[src/rtl/npc_pkg.sv]
// ---------------------------------------------------------------------------
// npc_pkg -- shared definitions for the multi-cycle core sequencer.
//   state_e   : FSM state encodings (FETCH=0 .. HALT=6), exposed on core_seq.state
//   CNT_W_DEF : default width of the optional performance counters
// ---------------------------------------------------------------------------
package npc_pkg;

   localparam int CNT_W_DEF = 64;

   typedef enum logic [2:0] {
      ST_FETCH = 3'd0,
      ST_IWAIT = 3'd1,
      ST_EXEC  = 3'd2,
      ST_MEM   = 3'd3,
      ST_DWAIT = 3'd4,
      ST_WB    = 3'd5,
      ST_HALT  = 3'd6
   } state_e;

endpackage

[src/rtl/seq_perf_cnt.sv]
// ---------------------------------------------------------------------------
// seq_perf_cnt -- cycle and retired-instruction counters for core_seq.
// Only instantiated when CORE_SEQ_PERF_EN is defined.
// Ports:
//   clk, rst          : clock, asynchronous active-high reset
//   inc_cyc_i         : count this cycle (core not halted)
//   inc_ret_i         : an instruction retires this cycle (WB)
//   cycle_cnt_o       : cycle counter, wraps modulo 2^CNT_W
//   instret_cnt_o     : retired-instruction counter, wraps modulo 2^CNT_W
// ---------------------------------------------------------------------------
module seq_perf_cnt #(
   parameter int CNT_W = 64
) (
   input  logic             clk,
   input  logic             rst,
   input  logic             inc_cyc_i,
   input  logic             inc_ret_i,
   output logic [CNT_W-1:0] cycle_cnt_o,
   output logic [CNT_W-1:0] instret_cnt_o
);

   logic [CNT_W-1:0] cyc_q, cyc_d;
   logic [CNT_W-1:0] ret_q, ret_d;

   // Plain unsigned add; overflow drops the carry, giving the modulo wrap.
   always_comb begin
      cyc_d = cyc_q;
      ret_d = ret_q;
      if (inc_cyc_i) cyc_d = cyc_q + {{(CNT_W-1){1'b0}}, 1'b1};
      if (inc_ret_i) ret_d = ret_q + {{(CNT_W-1){1'b0}}, 1'b1};
   end

   always_ff @(posedge clk or posedge rst) begin
      if (rst) begin
         cyc_q <= '0;
         ret_q <= '0;
      end else begin
         cyc_q <= cyc_d;
         ret_q <= ret_d;
      end
   end

   assign cycle_cnt_o   = cyc_q;
   assign instret_cnt_o = ret_q;

endmodule

[src/rtl/core_seq.sv]
// ---------------------------------------------------------------------------
// core_seq -- multi-cycle control sequencer:
//   FETCH -> IWAIT -> EXEC -> [MEM -> DWAIT] -> WB -> FETCH, with an absorbing HALT.
// Ports:
//   clk, rst                         : clock, asynchronous active-high reset
//   imem_req_valid/ready             : instruction-fetch request handshake
//   imem_resp_valid                  : instruction word present, IR is written
//   dec_RegWr/MemRd/MemWr/halt       : decoded controls of the instruction in IR
//   dmem_req_valid/wr/ready          : data request handshake (wr=1 store)
//   dmem_resp_valid                  : load data / store acknowledge
//   ir_we, rf_we, pc_we              : single-cycle write strobes
//   state, halted                    : FSM state encoding, halt indication
//   cycle_cnt, instret_cnt           : performance counters (CORE_SEQ_PERF_EN only)
// Configuration macro: CORE_SEQ_PERF_EN adds the performance counters.
// ---------------------------------------------------------------------------
module core_seq
   import npc_pkg::*;
#(
   parameter int CNT_W = CNT_W_DEF
) (
   input  logic             clk,
   input  logic             rst,
   output logic             imem_req_valid,
   input  logic             imem_req_ready,
   input  logic             imem_resp_valid,
   input  logic             dec_RegWr,
   input  logic             dec_MemRd,
   input  logic             dec_MemWr,
   input  logic             dec_halt,
   output logic             dmem_req_valid,
   output logic             dmem_req_wr,
   input  logic             dmem_req_ready,
   input  logic             dmem_resp_valid,
   output logic             ir_we,
   output logic             rf_we,
   output logic             pc_we,
   output logic [2:0]       state,
   output logic             halted
`ifdef CORE_SEQ_PERF_EN
   ,
   output logic [CNT_W-1:0] cycle_cnt,
   output logic [CNT_W-1:0] instret_cnt
`endif
);

   state_e state_q, state_d;
   logic   ifetch_c;

   always_ff @(posedge clk or posedge rst) begin
      if (rst) state_q <= ST_FETCH;
      else     state_q <= state_d;
   end

   // Every output is a function of state_q plus the handshake inputs of the
   // current state, so responses arriving in other states fall through unused.
   always_comb begin
      state_d        = state_q;
      ifetch_c       = 1'b0;
      dmem_req_valid = 1'b0;
      dmem_req_wr    = 1'b0;
      ir_we          = 1'b0;
      rf_we          = 1'b0;
      pc_we          = 1'b0;
      halted         = 1'b0;
      case (state_q)
         ST_FETCH: begin
            ifetch_c = 1'b1;
            if (imem_req_ready) state_d = ST_IWAIT;
         end
         ST_IWAIT: begin
            if (imem_resp_valid) begin
               ir_we   = 1'b1;
               state_d = ST_EXEC;
            end
         end
         ST_EXEC: begin
            if (dec_halt)                    state_d = ST_HALT;
            else if (dec_MemRd || dec_MemWr) state_d = ST_MEM;
            else                             state_d = ST_WB;
         end
         ST_MEM: begin
            // Rd+Wr together resolves to a store because wr follows MemWr.
            dmem_req_valid = 1'b1;
            dmem_req_wr    = dec_MemWr;
            if (dmem_req_ready) state_d = ST_DWAIT;
         end
         ST_DWAIT: begin
            if (dmem_resp_valid) state_d = ST_WB;
         end
         ST_WB: begin
            pc_we   = 1'b1;
            rf_we   = dec_RegWr & ~dec_MemWr;
            state_d = ST_FETCH;
         end
         ST_HALT: begin
            halted = 1'b1;
         end
         default: state_d = ST_FETCH;
      endcase
   end

   // state_q is already FETCH while rst is high; only the fetch request
   // (the FETCH-state output) needs masking to keep outputs quiet in reset.
   assign imem_req_valid = ifetch_c & ~rst;
   assign state          = state_q;

`ifdef CORE_SEQ_PERF_EN
   seq_perf_cnt #(.CNT_W(CNT_W)) u_perf (
      .clk           (clk),
      .rst           (rst),
      .inc_cyc_i     (state_q != ST_HALT),
      .inc_ret_i     (state_q == ST_WB),
      .cycle_cnt_o   (cycle_cnt),
      .instret_cnt_o (instret_cnt)
   );
`endif

endmodule
[config.mk]
export PLATFORM = sky130hd
export DESIGN_NAME = core_seq
export DESIGN_NICKNAME = d
export VERILOG_FILES = /design/src/rtl/npc_pkg.sv /design/src/rtl/seq_perf_cnt.sv /design/src/rtl/core_seq.sv
export SDC_FILE = /design/constraint.sdc
export NUM_CORES = 1
export LEC_CHECK = 0
export ABC_AREA = 1
export BUFFER_PORTS_ARGS = -buffer_cell sky130_fd_sc_hd__buf_2
export CAP_MARGIN = 20
export CORE_AREA = 5 5 42 44
export CTS_BUF_LIST = sky130_fd_sc_hd__clkbuf_16
export DETAILED_ROUTE_END_ITERATION = 16
export DIE_AREA = 0 0 47 49
export PLACE_DENSITY = 0.6
export SLEW_MARGIN = 20
export SYNTH_ARGS = -nofsm -noshare
export SYNTH_HDL_FRONTEND = slang
export SYNTH_HIERARCHICAL = 1
export SYNTH_SLANG_ARGS = --single-unit
[constraint.sdc]
create_clock -name clk -period 2.3 [get_ports clk]
set_clock_uncertainty 0.2 [all_clocks]
set_input_delay 0.575 -clock clk [delete_from_list [all_inputs] [get_ports clk]]
set_output_delay 0.575 -clock clk [all_outputs]
set_load 0.1 [all_outputs]
==> flow_summary_export.csv <==
group,metric,value,unit
final_layout,ff_latch_area,86.3,um^2
timing,fmax,457,MHz
yosys,postSynthAreaPerCell,5.59,um^2
global_routing,grt_pass1_vias,361,
critical_path,worstPathRequired,1520,ps
detailed_routing,vias,403,
yosys,muxShareOfSynthArea,0,%
yosys,synth_compound_area_share,5.60,%
yosys,yosysWarnings,6,
global_routing,grt_use_total,10.3,%
yosys,synthAdderAreaFrac,0,%
flow_run,cap_violations,0,
clock_tree,cts_tree,"yes",
critical_path,critPathArrivalTime,1410,ps
placement,place_congestion,0.836,
clock_tree,cts_buffers,3,
yosys,synthArstFlopShare,100,%
yosys,synthTopCellsByCount,"17 x nand2_1, 11 x inv_1, 8 x nor2_1",
global_routing,gr-total-overflow,0,
yosys,netlist_instances,56,
global_routing,grt_pass1_wl,1.55,mm
yosys,synth_top_family_by_area,"simple AND/OR/NAND/NOR gates",
detailed_routing,routedWlPerCell,10.1,um
timing,period_minus_slack,2190,ps
floorplanning,start_util,22.3,%
timing,timing.final.crit_share,95.2,%
detailed_routing,via_per_inst,4.24,
clock_tree,cts_sinks,3,
yosys,netlist_area,313,um^2
clock_tree,h-tree-depth,1,
floorplanning,core,0.00140,mm^2
critical_path,cp_max_fo,8,
placement,portBuffers,19,
floorplanning,rows,14,
final_layout,final_nets,90,
yosys,ys_seq_area_share,24.0,%
clock_tree,clk_latency,230,ps
critical_path,critPathKind,"register to primary output",
yosys,synthesis.nets,66,
timing,slew_violations,0,
yosys,synth_edf_count,0,
final_layout,area_delta_synth_final,102,%
yosys,ys_seq_elements,3,
final_layout,largest_register_ffs,3,
yosys,synth_area_leader_cell,"dfrtp_1",
timing,maxSlewHeadroom,67.0,%
yosys,synthFlopType,"dfrtp_1",
final_layout,antennaDiodeCount,0,
floorplanning,fp.dieW,47,um
timing,tns,0,ps
clock_tree,clock_path_buffers,2,
critical_path,worstSetupStartpointType,"register",
detailed_routing,drt_first_pass_iters,4,
timing,tightest_slew,499,ps
yosys,synthXorXnorAreaFrac,0,%
yosys,synthTopCellsByArea,"dfrtp_1 24%, nand2_1 20%, inv_1 13%, nor2_1 9.6%, nand2_2 8.0%",
timing,report.final.hold_viol_count,0,
timing,setup_violations,0,
global_routing,grt_max_degree,9,
yosys,synth_top_area_share,24.0,%
yosys,yosysMostFrequentCell,"nand2_1",
global_routing,antenna_found_initial,0,
clock_tree,root_buffer,"clkbuf_16",
detailed_routing,wl,956,um
floorplanning,die_h,49,um
final_layout,multi_input_area,243,um^2
critical_path,endpoint_kind,"primary output",
floorplanning,die-area,0.00230,mm^2
clock_tree,cts.clk_slew.worst_paths,30,ps
clock_tree,cts_setup_buffers,0,
detailed_routing,ant_nets,0,
timing,grt_setup_unrepaired,"no",
detailed_routing,first_iter_violations,10,
floorplanning,io_pins,20,
outcome,outcome,"completed",
yosys,yosys.area_share.simple,56.0,%
detailed_routing,drc_errors,0,
final_layout,nFillCells,148,
final_layout,drive_above_1_share,51.9,%
worst_hold_path,min_path_type,"input pin to asynchronous set/reset pin",
placement,dp_hpwl,788,um
yosys,synth_cell_types,14,
## per-layer routing
metal	GRT usage (%)	wire length (um)
met1	12.1	417
met3	4.80	85
met2	12.2	404
met5	0	0
met4	11.1	48
## timing repair
| item | in CTS | in global routing |
|---|---|---|
| setup endpoints to repair | 0 | 1 |
| hold buffers | 0 | 0 |
| gates resized for setup | 0 | 1 |
## worst max-delay path, stage by stage (launching register included)
cell and delay (ps):
dfrtp_4 520, nor3_4 210, buf_2 450
## metrics by stage
stage	cell area [um^2]	setup WS, ps	utilization [%]	cells	hold slack, ps
final	633	110	45.2	95	25.5
after global routing	633	36.4	45.2	95	38.0
after CTS	631	60.9	45.0	95	24.4
after detailed placement	552	303	39.4	91	264
after global placement	552	315	39.4	91	261
after floorplan	377	-669	-	56	129
## placed cells by master (no fill, tap or decap)
| cell | Yosys | routed |
|---|---|---|
| nor3_2 | 1 | 1 |
| o21a_1 | 1 | 1 |
| nand3_1 | 4 | 4 |
| nand2_1 | 17 | 16 |
| o21ai_0 | 2 | 2 |
| nor3b_4 | 0 | 1 |
| nand3b_1 | 1 | 1 |
| nor2_2 | 1 | 2 |
| inv_2 | 1 | 1 |
| inv_4 | 0 | 2 |
| nor2_1 | 8 | 4 |
| buf_12 | 0 | 4 |
| nand2_2 | 4 | 5 |
| clkbuf_16 | 0 | 3 |
| buf_2 | 0 | 15 |
| inv_1 | 11 | 10 |
| nor3_4 | 0 | 1 |
| nor2_4 | 0 | 3 |
| dfrtp_4 | 0 | 3 |
## cell families after synthesis
kind of cell,after synthesis
compound gates,3
buf+inv,12
flops,3
simple gates,38
## area by class of cell
cell class                 instances  share of cell area, %
multi-input combinational         41                   38.3
timing repair buffer              19                   24.5
sequential                         3                   13.6
clock buffer                       3                   11.9
inverter                          12                   7.91
tap                               16                   3.16
clock inverter                     1                  0.593
## final timing paths
| path | start | end | slack, ps | cells after the start |
|---|---|---|---|---|
| worst max-delay path | state[1]$_DFFE_PP0P_ | pc_we | 110 | 2 |
| worst min-delay path | rst | state[0]$_DFFE_PP0P_ | 30 | 2 |
| worst max register to register | state[1]$_DFFE_PP0P_ | state[1]$_DFFE_PP0P_ | 910 | 6 |
| worst min register to register | state[1]$_DFFE_PP0P_ | state[1]$_DFFE_PP0P_ | 450 | 2 |
| max in group asynchronous | rst | state[2]$_DFFE_PP0P_ | 1720 | 2 |
| min in group clk | imem_resp_valid | state[0]$_DFFE_PP0P_ | 430 | 3 |
Power is not shown: default switching activity piles up to over one toggle a cycle in this logic, so the estimate is an artifact.
